<file path="src/rtl/fpu_norm_sequencer.sv">
// rtl/fpu_norm_sequencer.sv - multi-cycle normalizer for raw FPU adder results
module fpu_norm_sequencer (
   input  logic        clk,
   input  logic        rst,
   input  logic        in_valid,
   output logic        in_ready,
   input  logic [24:0] mantissa,
   input  logic [7:0]  exponent,
   output logic        out_valid,
   input  logic        out_ready,
   output logic [22:0] normalized_mantissa,
   output logic [7:0]  normalized_exponent,
   output logic        overflow_underflow_flag,
   output logic        zero_flag,
   output logic        busy
);

   typedef enum logic [1:0] {IDLE, NORM, DONE} state_t;

   state_t      state, state_next;
   logic [24:0] m, m_next;
   logic [7:0]  e, e_next;
   logic        ovf, ovf_next;
   logic        zf, zf_next;

   // State register; reset discards any in-flight operation
   always_ff @(posedge clk or posedge rst) begin
      if (rst) state <= IDLE;
      else     state <= state_next;
   end

   // Working mantissa, exponent and flags
   always_ff @(posedge clk or posedge rst) begin
      if (rst) begin
         m   <= '0;
         e   <= '0;
         ovf <= 1'b0;
         zf  <= 1'b0;
      end else begin
         m   <= m_next;
         e   <= e_next;
         ovf <= ovf_next;
         zf  <= zf_next;
      end
   end

   // Next state and working values: one normalization rule per NORM cycle,
   // checked in priority order so exponent arithmetic never wraps
   always_comb begin
      state_next = state;
      m_next     = m;
      e_next     = e;
      ovf_next   = ovf;
      zf_next    = zf;
      case (state)
         IDLE: begin
            if (in_valid) begin
               m_next     = mantissa;
               e_next     = exponent;
               ovf_next   = 1'b0;
               zf_next    = 1'b0;
               state_next = NORM;
            end
         end
         NORM: begin
            state_next = DONE;
            if (m == 25'd0) begin
               zf_next = 1'b1;
               e_next  = 8'd0;
               m_next  = 25'd0;
            end else if (e == 8'd255) begin
               ovf_next = 1'b1;
               m_next   = 25'd0;
            end else if (m[24] && (e == 8'd254)) begin
               ovf_next = 1'b1;
               e_next   = 8'd255;
               m_next   = 25'd0;
            end else if (m[24]) begin
               m_next = {1'b0, m[24:1]};
               e_next = e + 8'd1;
            end else if (m[23]) begin
               m_next = m;
            end else if (e <= 8'd1) begin
               ovf_next = 1'b1;
               e_next   = 8'd0;
            end else begin
               m_next     = {m[23:0], 1'b0};
               e_next     = e - 8'd1;
               state_next = NORM;
            end
         end
         DONE: begin
            if (out_ready) state_next = IDLE;
         end
         default: state_next = IDLE;
      endcase
   end

   assign in_ready                = (state == IDLE);
   assign out_valid               = (state == DONE);
   assign busy                    = (state == NORM) || (state == DONE);
   assign normalized_mantissa     = m[22:0];
   assign normalized_exponent     = e;
   assign overflow_underflow_flag = ovf;
   assign zero_flag               = zf;

endmodule

</file>
<file path="config.mk">
export PLATFORM = sky130hd
export DESIGN_NAME = fpu_norm_sequencer
export DESIGN_NICKNAME = d
export VERILOG_FILES = /design/src/rtl/fpu_norm_sequencer.sv
export SDC_FILE = /design/constraint.sdc
export NUM_CORES = 1
export LEC_CHECK = 0
export ABC_AREA = 0
export BUFFER_PORTS_ARGS = -buffer_cell sky130_fd_sc_hd__buf_2
export CAP_MARGIN = 20
export CORE_MARGIN = 2
export CORE_UTILIZATION = 53
export DETAILED_ROUTE_END_ITERATION = 10
export PLACE_DENSITY = 0.77
export SLEW_MARGIN = 20
export SYNTH_ARGS = -nofsm -noshare
export SYNTH_HDL_FRONTEND = slang
export SYNTH_SLANG_ARGS = --single-unit
</file>
<file path="constraint.sdc">
create_clock -name clk -period 3.2 [get_ports clk]
set_input_delay 0.64 -clock clk [delete_from_list [all_inputs] [get_ports clk]]
set_output_delay 0.64 -clock clk [all_outputs]
set_load 0.01 [all_outputs]
</file>
==> results.md, run 1 <==
- Max Cap Viol: 0
- # setup viols final: 0
- Longest Clk Path Bufs: 2
- Vias in the first global route: 2380
- Post-synthesis cell type count: 50
- P_sw: 1.60 mW
- Ant diodes: 0
- RD Place Congestion: 0.866
- Max FO, Critical Path: 15
- Unrepaired setup endpoints after global routing: false
- Global-route wire length before repair: 11200 microns
- Clock sink count: 37
- Pwr Density: 1100 mW/mm^2
- Buf/Inv on CP: 3
- Number of flops mapped to enable cells by yosys: 0
- Resized Gates After CTS: 0
- Post-Syn Area: 0.00273 sq mm
- Clk network pwr share: 12.8%
- Synth top area cells: dfrtp_1, a2111oi_0, a22oi_1, buf_4, a21o_1
- Reg power frac: 31.4%
- Pin count of the biggest net entering global routing: 53
- Flops & latches, synth: 37
- CTS clk-pin slew, worst paths: 0.08 ns
- Yosys top cell area share: 34.0%
- Area Growth Syn to Fin: 13.2%
- DR iter-0 viols: 188
- CP Cell Sequence: inv_1 -> ha_1 -> nor2_1 -> nor4_4 -> buf_4 -> a21o_1 -> a41o_2 -> buf_4 -> a2111oi_0 -> a21o_1
- DP Cell Count: 414
- Post-synth top cells: dfrtp_1, nor2_1, a22oi_1, buf_4, a21o_1
- Clk_skew: between 0.008 and 0.009 ns
- Sw Ratio: ~47%
- R2R depth: 10
- GR Util All Layers: 25.1%
- Fin cells: between 400 and 500
- HP Class: in -> async
- IO Pins: 73
- Synth Instances: 308
- Async set or reset register ratio after synthesis: 100%
- Area leader, netlist: dfrtp_1
- Worst EP arrival: 3.01 ns
- CTS tree: done
- Nets: 395
- Die area: between 0.005 and 0.006 sq mm
- Post-CTS setup buffers: 0
- Setup TNS: 0 ns
- Slew @ Worst Pin: 0.833 ns
- # port buffers: 72
- Syn Nets: about 350
- Worst vdd ir: 0.533 mV
- Initial Util: between 50% and 60%
- Htree depth: 2
- Vias per inst: 6.17
- Drt pass-1 iters: 5
- Tcrit/Tclk final: a little under 90%
- Fin. Hold Viols: 0
- TritonCTS Buffers: 5
- Remaining antenna violation count: 0
- Post-synthesis sequential area ratio: 34.0%
- WHS: 0.502 ns
- Startpoint Class: flop
- Die Y: 75.7 microns
- Synthesized area per cell: 8.85 sq um
- Leak pwr: about 1.5 nW
- Latest clock arrival within the worst-skew pair: 0.29 ns
- Final min period: 2.78 ns
- Initial antenna violation count: 0
- CP Depth: 10
- Top-count cell post-synth: dfrtp_1
- Internal power: 1.81 mW
- Hold Buf Count CTS: 0
- Slowest-stage cell, CP: dfrtp_1
- Fmax: 0.360 GHz
- Yosys warning total: 0
- Die X: 75.7 microns
- Setup Crit Path Kind: reg -> reg
- Core Box Area: 0.00504 sq mm
- WL/cell: 16.2 microns
- Critical path data required time: about 3.4 ns
- Overall via count from detail_route: 2602
- Status: complete, no violations
- CP max stage delay: 0.54 ns
- Final HPWL DP: 4630 microns
- Crit path capture type: flop
- Total gr overflow: 0
- Comb pwr share: 55.8%
- Root Buffer: clkbuf_8
- Slew headroom: 44.4%
- Share of layout cells above drive strength 1: 29.3%
- Routed wire length: between 6000 and 7000 microns
- CP top delay family: compound AO/OA/AOI/OAI gates
- Row count: 26
- DRC: 0
- Top_reg_cell synth: dfrtp_1
- Max Slew Vio Count: 0
- Filler cells: about 450
## sequential cells by signal, indices dropped and copies added (netlist names)
name,count
state,2
m,25
overflow_underflow_flag,1
zero_flag,1
normalized_exponent,8
## final cells by class
cell class / instances / area (sq um) / area share, %
Multi-Input combinational cell: 216 / 1480 / 48.1
Sequential cell: 37 / 926 / 30.0
Timing Repair Buffer: 82 / 435 / 14.1
Tap cell: 70 / 87.6 / 2.84
Clock buffer: 6 / 82.6 / 2.68
Clock inverter: 2 / 37.5 / 1.22
Inverter: 9 / 33.8 / 1.09
## stage by stage
step	instance area, sq um	total power [mW]	util (%)	setup slack, ns
floorplan	2730	2.62	-	0.802
global placement	2970	2.90	58.8	0.622
detailed placement	2970	2.95	58.8	0.480
CTS	3090	3.40	61.2	0.456
global route	3090	3.70	61.2	0.182
finish	3090	3.40	61.2	0.421
## per-layer routing
metal	GRT usage (%)	wire [microns]	vias up
met4	8.77	99	0
met3	5.56	414	13
met5	0	0	-
met2	40.2	3330	101
li1	-	-	1241
met1	33.8	2990	1247
## power groups by stage
stage          Combinational (mW)  Sequential, mW  Clock [mW]
2_1_floorplan                1.65           0.966           0
3_3_place_gp                 1.84            1.05           0
3_5_place_dp                 1.89            1.07           0
4_1_cts                      1.90            1.06       0.438
5_1_grt                      2.13            1.11       0.461
6_report                     1.90            1.07       0.435
## final timing paths
| check | from | end | slack (ns) |
|---|---|---|---|
| worst max-delay path | normalized_exponent[0] | m[19] | 0.42 |
| worst min-delay path | rst | m[9] | 0.50 |
| worst max register to register | normalized_exponent[0] | m[19] | 0.42 |
| worst min register to register | zero_flag | zero_flag | 0.55 |
| max in group asynchronous | rst | m[0] | 1.95 |
| min in group clk | zero_flag | zero_flag | 0.55 |
## cells in the final DEF (no fill, tap or decap), types with 4 or more instances in the layout
master and instances:
o21ai_0 8, clkbuf_8 6, buf_2 72, mux2_2 5
nand4_1 5, nand2_1 14, nor4_1 6, o2bb2ai_1 4
a21oi_1 11, nand3_1 7, a22oi_1 24, inv_1 8
dfrtp_1 37, a21o_1 23, ha_1 7, nor2_1 30
buf_4 10, a2111oi_0 21, a31oi_1 4
## worst reg2reg max path: stages (launching register included)
cell and delay, ns:
dfrtp_1 0.54, inv_1 0.14, ha_1 0.25, nor2_1 0.28, nor4_4 0.05, buf_4 0.19, a21o_1 0.15, a41o_2 0.36
buf_4 0.22, a2111oi_0 0.41, a21o_1 0.14
## cells by family (layout without fill, tap and decap cells)
logic type	after synthesis	in the layout	share of synthesized area [%]
AOI/OAI and AO/OA	114	114	31.2
muxes	5	5	2.07
xor gates and xnor gates	3	3	0.964
buffers and inverters	55	99	11.8
adders and majority gates	7	7	3.21
and+or+nand+nor	87	87	16.8
DFF	37	37	34.0
No activity file was read; power rests on OpenSTA's default activity.
==> run 2: changes to the inputs <==
--- a/config.mk
+++ b/config.mk
@@ -10,6 +10,7 @@
 export CAP_MARGIN = 20
 export CORE_MARGIN = 2
 export CORE_UTILIZATION = 53
+export CTS_BUF_LIST = sky130_fd_sc_hd__clkbuf_16
 export DETAILED_ROUTE_END_ITERATION = 10
 export PLACE_DENSITY = 0.77
 export SLEW_MARGIN = 20
==> run 2 against run 1 <==
Register-to-register slack better by 0.03 ns. Largest power group unchanged. Critical path type unchanged. Non-clock buffer count did not move. Combinational power is essentially flat.
==> results.md, run 2 (synthesis gave the netlist of run 1 again) <==
- Status: complete, no violations (unchanged)
- CP Cell Sequence: inv_1 -> ha_1 -> nor2_1 -> nor4_4 -> buf_4 -> a21o_1 -> a41o_2 -> buf_4 -> a2111oi_0 -> a21o_1 (unchanged)
- Slew headroom: 43.9% (was 44.4%)
- Final HPWL DP: 4630 microns (unchanged)
- Final min period: 2.75 ns (was 2.78 ns)
- Final setup margin: 0.451 ns (was 0.421 ns)
- Hold Buf Count CTS: 0 (unchanged)
- Max FO, Critical Path: 15 (unchanged)
- Max Cap Viol: 0 (unchanged)
- GR Util All Layers: 25.3% (was 25.1%)
- Share of layout cells above drive strength 1: 29.0% (was 29.3%)
- Post-CTS setup buffers: 0 (unchanged)
- Worst vdd ir: 0.589 mV (was 0.533 mV)
- Htree depth: 2 (unchanged)
- IO Pins: 73 (unchanged)
- Longest Clk Path Bufs: 2 (unchanged)
- # port buffers: 72 (unchanged)
- # setup viols final: 0 (unchanged)
- Largest register by flop count: m (unchanged)
- Initial antenna violation count: 0 (unchanged)
- Design area: 0.00313 sq mm (was 0.00309 sq mm)
- RD Place Congestion: 0.866 (unchanged)
- Resized Gates After CTS: 0 (unchanged)
- Worst EP arrival: 2.98 ns (was 3.01 ns)
- Startpoint Class: flop (unchanged)
- Routed wire length: 6810 microns (was 6840 microns)
- DR iter-0 viols: 279 (was 188)
- Die X: 75.7 microns (unchanged)
- Total gr overflow: 0 (unchanged)
- Tcrit/Tclk final: 85.9% (was 86.8%)
- Initial Util: 54.0% (unchanged)
- Crit path capture type: flop (unchanged)
- Row count: 26 (unchanged)
- Vias per inst: 6.17 (about the same)
- Slew @ Worst Pin: 0.841 ns (was 0.833 ns)
- Latest clock arrival within the worst-skew pair: 0.28 ns (was 0.29 ns)
- Number of flip-flops in the largest register: 25 (unchanged)
- Slowest-stage cell, CP: dfrtp_1 (unchanged)
- Fin. Hold Viols: 0 (unchanged)
- Die Y: 75.7 microns (unchanged)
- Core Box Area: 0.00504 sq mm (unchanged)
- Final Core Density: 62.1% (was 61.2%)
- Remaining antenna violation count: 0 (unchanged)
- Clk_skew: 0.00324 ns (was 0.00845 ns)
- Root Buffer: clkbuf_16 (was clkbuf_8)
- Unrepaired setup endpoints after global routing: false (unchanged)
- Multi-input logic area: 0.00148 sq mm (unchanged)
- Max Slew Vio Count: 0 (unchanged)
- WL/cell: 16.1 microns (was 16.2 microns)
- Pin count of the biggest net entering global routing: 53 (unchanged)
- Clock sink count: 37 (unchanged)
- CTS clk-pin slew, worst paths: 0.06 ns (was 0.08 ns)
- Leak pwr: 1.50 nW (was 1.48 nW)
- CTS tree: done (unchanged)
- Nets: 395 (unchanged)
- Global-route wire length before repair: 11200 microns (about the same)
- Die area: 0.00573 sq mm (unchanged)
- Vias in the first global route: 2375 (was 2380)
- Drt pass-1 iters: 4 (was 5)
- Pwr Density: 1130 mW/mm^2 (was 1100 mW/mm^2)
- Commonest non-fill, non-tap cells in the layout: buf_2, dfrtp_1, nor2_1 (unchanged)
- DRC: 0 (unchanged)
- HP Class: in -> async (unchanged)
- Most common cell after layout, fill and taps aside: buf_2 (unchanged)
- FF+latch area: 926 sq um (unchanged)
- DP Worst Slack: 0.480 ns (unchanged)
- Overall via count from detail_route: 2603 (was 2602)
- TritonCTS Buffers: 5 (unchanged)
- Ant diodes: 0 (unchanged)
- Area Growth Syn to Fin: 14.9% (was 13.2%)
- Critical path data required time: 3.43 ns (about the same)
- CP max stage delay: 0.52 ns (was 0.54 ns)
- Fmax: 0.364 GHz (was 0.360 GHz)
- Area after DPL: 0.00297 sq mm (unchanged)
- Setup Crit Path Kind: reg -> reg (unchanged)
- Setup TNS: 0 ns (unchanged)
- Filler cells: 443 (was 449)
## run 2: changes by cell type in the layout (fill, tap and decap cells not counted)
cell | before | now
clkbuf_16 | 0 | 5
clkbuf_8 | 6 | 0
clkinv_1 | 1 | 2
## run 2: path summary, 6_finish.rpt
kind | from | end | cells past startpoint | slack (ns)
setup / recovery | normalized_exponent[0] | m[15] | 10 | 0.45
hold / removal | rst | m[6] | 2 | 0.52
setup reg to reg | normalized_exponent[0] | m[15] | 10 | 0.45
hold reg to reg | state[1] | state[1] | 1 | 0.55
max in group asynchronous | rst | normalized_exponent[5] | 3 | 1.93
min in group clk | state[1] | state[1] | 1 | 0.55
## run 2: per-stage QoR
stage | hold slack [ns] | power [mW] | cells
floorplan | 0.500 | 2.62 | 308
global placement | 0.511 | 2.90 | 414
detailed placement | 0.532 | 2.95 | 414
CTS | 0.545 | 3.53 | 422
global route | 0.568 | 3.82 | 422
finish | 0.517 | 3.53 | 422
## run 2: final cells by class
type | instances | area share, %
inverter | 9 | 1.08
clock buffer | 5 | 4.00
clock inverter | 3 | 1.32
multi-input combinational | 216 | 47.3
timing repair buffer | 82 | 13.9
tap | 70 | 2.80
sequential | 37 | 29.6
## run 2: layer usage
layer | wire length [microns] | track usage (%) | vias up
met3 | 349 | 4.76 | 8
met5 | 0 | 0 | -
met4 | 65 | 9.36 | 0
li1 | - | - | 1244
met1 | 2960 | 34.0 | 1269
met2 | 3430 | 40.7 | 82
## run 2: critical path, delay by kind of cell (launching register included)
kind                       cells  cell delay, ns
AOI/OAI and AO/OA              4            1.03
buffers and inverters          3            0.54
DFF                            1            0.52
and+or+nand+nor                2            0.33
adders and majority gates      1            0.26
## run 2: where the power goes
part           total, mW  leakage, nW  switching, mW  internal, mW
Clock              0.560       0.0775          0.195         0.365
Combinational       1.90        0.966           1.05         0.852
Sequential          1.07        0.454          0.367         0.701
==> run 3: changes to the inputs <==
--- a/config.mk
+++ b/config.mk
@@ -13,6 +13,7 @@
 export CTS_BUF_LIST = sky130_fd_sc_hd__clkbuf_16
 export DETAILED_ROUTE_END_ITERATION = 10
 export PLACE_DENSITY = 0.77
+export RECOVER_POWER = 50
 export SLEW_MARGIN = 20
 export SYNTH_ARGS = -nofsm -noshare
 export SYNTH_HDL_FRONTEND = slang
==> run 3 against run 2 <==
Maximum frequency grew 0.45%. Die area stayed put. Hold slack better by 0.00059 ns. Combinational power hardly changed. Critical path type unchanged. Sequential share of layout area grew 0.25 points. First-iteration DRC count is 10% lower. Via count shrank 0.61%. Clock skew about the same. Clock power about the same. Wire length shrank 0.32%.
==> results.md, run 3 (synthesis gave the netlist of run 1 again) <==
- Routed wire length: 6790 microns (was 6810 microns)
- RD Place Congestion: 0.866 (unchanged)
- Max Slew Vio Count: 0 (unchanged)
- Unrepaired setup endpoints after global routing: false (unchanged)
- Resized Gates After CTS: 0 (unchanged)
- Die Y: 75.7 microns (unchanged)
- Number of flip-flops in the largest register: 25 (unchanged)
- Commonest non-fill, non-tap cells in the layout: buf_2, dfrtp_1, nor2_1 (unchanged)
- Buf/Inv on CP: 3 (unchanged)
- Share of layout cells above drive strength 1: 23.6% (was 29.0%)
- Hold Buf Count CTS: 0 (unchanged)
- DRC: 0 (unchanged)
- Nets: 395 (unchanged)
- Setup TNS: 0 ns (unchanged)
- Die area: 0.00573 sq mm (unchanged)
- Ant diodes: 0 (unchanged)
- Multi-input logic area: 0.00148 sq mm (unchanged)
- FF+latch area: 926 sq um (unchanged)
- Remaining antenna violation count: 0 (unchanged)
- Clk_skew: 0.00281 ns (was 0.00324 ns)
- Vias in the first global route: 2375 (unchanged)
- Fmax: 0.365 GHz (was 0.364 GHz)
- Root Buffer: clkbuf_16 (unchanged)
- Latest clock arrival within the worst-skew pair: 0.28 ns (about the same)
- Startpoint Class: flop (unchanged)
- TritonCTS Buffers: 5 (unchanged)
- Critical path data required time: 3.43 ns (about the same)
- Total gr overflow: 0 (unchanged)
- CP top delay family: compound AO/OA/AOI/OAI gates (unchanged)
- Area Growth Syn to Fin: 14.0% (was 14.9%)
- Initial antenna violation count: 0 (unchanged)
- Row count: 26 (unchanged)
- Status: complete, no violations (unchanged)
- DP Cell Count: 414 (unchanged)
- Longest Clk Path Bufs: 2 (unchanged)
- DR iter-0 viols: 250 (was 279)
- Max FO, Critical Path: 15 (unchanged)
- CTS tree: done (unchanged)
- Setup Crit Path Kind: reg -> reg (unchanged)
- Final setup margin: 0.463 ns (was 0.451 ns)
- Die X: 75.7 microns (unchanged)
- Worst EP arrival: 2.96 ns (was 2.98 ns)
- Post-CTS setup buffers: 0 (unchanged)
- CP max stage delay: 0.52 ns (about the same)
- Largest register by flop count: m (unchanged)
- # port buffers: 72 (unchanged)
- Slew @ Worst Pin: 0.965 ns (was 0.841 ns)
- WL/cell: 16.1 microns (about the same)
- Filler cells: 453 (was 443)
- CTS clk-pin slew, worst paths: 0.06 ns (about the same)
- Overall via count from detail_route: 2587 (was 2603)
- Final min period: 2.74 ns (was 2.75 ns)
- Pin count of the biggest net entering global routing: 53 (unchanged)
- Worst vdd ir: 0.585 mV (was 0.589 mV)
- Fin. Hold Viols: 0 (unchanged)
- HP Class: in -> async (unchanged)
- Slowest-stage cell, CP: dfrtp_1 (unchanged)
- Drt pass-1 iters: 5 (was 4)
- IO Pins: 73 (unchanged)
- Clock sink count: 37 (unchanged)
- Htree depth: 2 (unchanged)
- Core Box Area: 0.00504 sq mm (unchanged)
- Tcrit/Tclk final: 85.5% (was 85.9%)
- Initial Util: 54.0% (unchanged)
- Max Cap Viol: 0 (unchanged)
- Final HPWL DP: 4630 microns (unchanged)
- Crit path capture type: flop (unchanged)
- Pwr Density: 1120 mW/mm^2 (was 1130 mW/mm^2)
- CP Cell Sequence: inv_1 -> ha_1 -> nor2_1 -> nor4_4 -> buf_4 -> a21o_1 -> a41o_2 -> buf_4 -> a2111oi_0 -> a21o_1 (unchanged)
- Vias per inst: 6.13 (was 6.17)
- Slew headroom: 35.6% (was 43.9%)
- # setup viols final: 0 (unchanged)
- Fin cells: 422 (unchanged)
- Leak pwr: 1.43 nW (was 1.50 nW)
- GR Util All Layers: 25.3% (unchanged)
- DP Worst Slack: 0.480 ns (unchanged)
- Global-route wire length before repair: 11200 microns (unchanged)
- Most common cell after layout, fill and taps aside: buf_2 (unchanged)
run 3: cell count changes in the layout (fill, tap and decap cells not counted):
cell,change
buf_4,-1
buf_2,-18
clkbuf_1,+19
run 3: worst paths after layout:
check                                        from                     end  slack, ns  cells past startpoint
max                        normalized_exponent[0]                   m[15]       0.46                     10
min                                           rst                    m[5]       0.52                      2
max reg2reg                normalized_exponent[0]                   m[15]       0.46                     10
min reg2reg                             zero_flag               zero_flag       0.55                      2
max in group asynchronous                     rst  normalized_exponent[5]       1.34                      3
min in group clk                        zero_flag               zero_flag       0.55                      2
run 3: where the power goes:
| part | total, mW | switching (mW) | leakage [nW] | internal (mW) |
|---|---|---|---|---|
| logic | 1.87 | 1.04 | 0.902 | 0.826 |
| registers | 1.07 | 0.368 | 0.454 | 0.701 |
| clock network | 0.558 | 0.193 | 0.0775 | 0.365 |
run 3: through the flow:
stage	util, %	power (mW)	cell area [sq um]	hold slack, ns
after CTS	62.1	3.53	3130	0.545
after detailed placement	58.8	2.95	2970	0.532
final	61.6	3.49	3110	0.518
after floorplan	-	2.62	2730	0.500
after global routing	61.6	3.80	3110	0.568
after global placement	58.8	2.90	2970	0.511
run 3: layout make-up:
cell class / count / area share [%]
Clock inverter: 3 / 1.33
Tap cell: 70 / 2.82
Multi-Input combinational cell: 216 / 47.7
Inverter: 9 / 1.09
Clock buffer: 5 / 4.03
Timing Repair Buffer: 82 / 13.2
Sequential cell: 37 / 29.8
run 3: routing by layer:
metal	track usage [%]	part of all wire, %	vias to the layer above
met2	40.7	50	91
met3	4.76	6.1	8
li1	-	-	1248
met1	34.0	42	1240
met4	9.36	0.96	0
met5	0	0	-
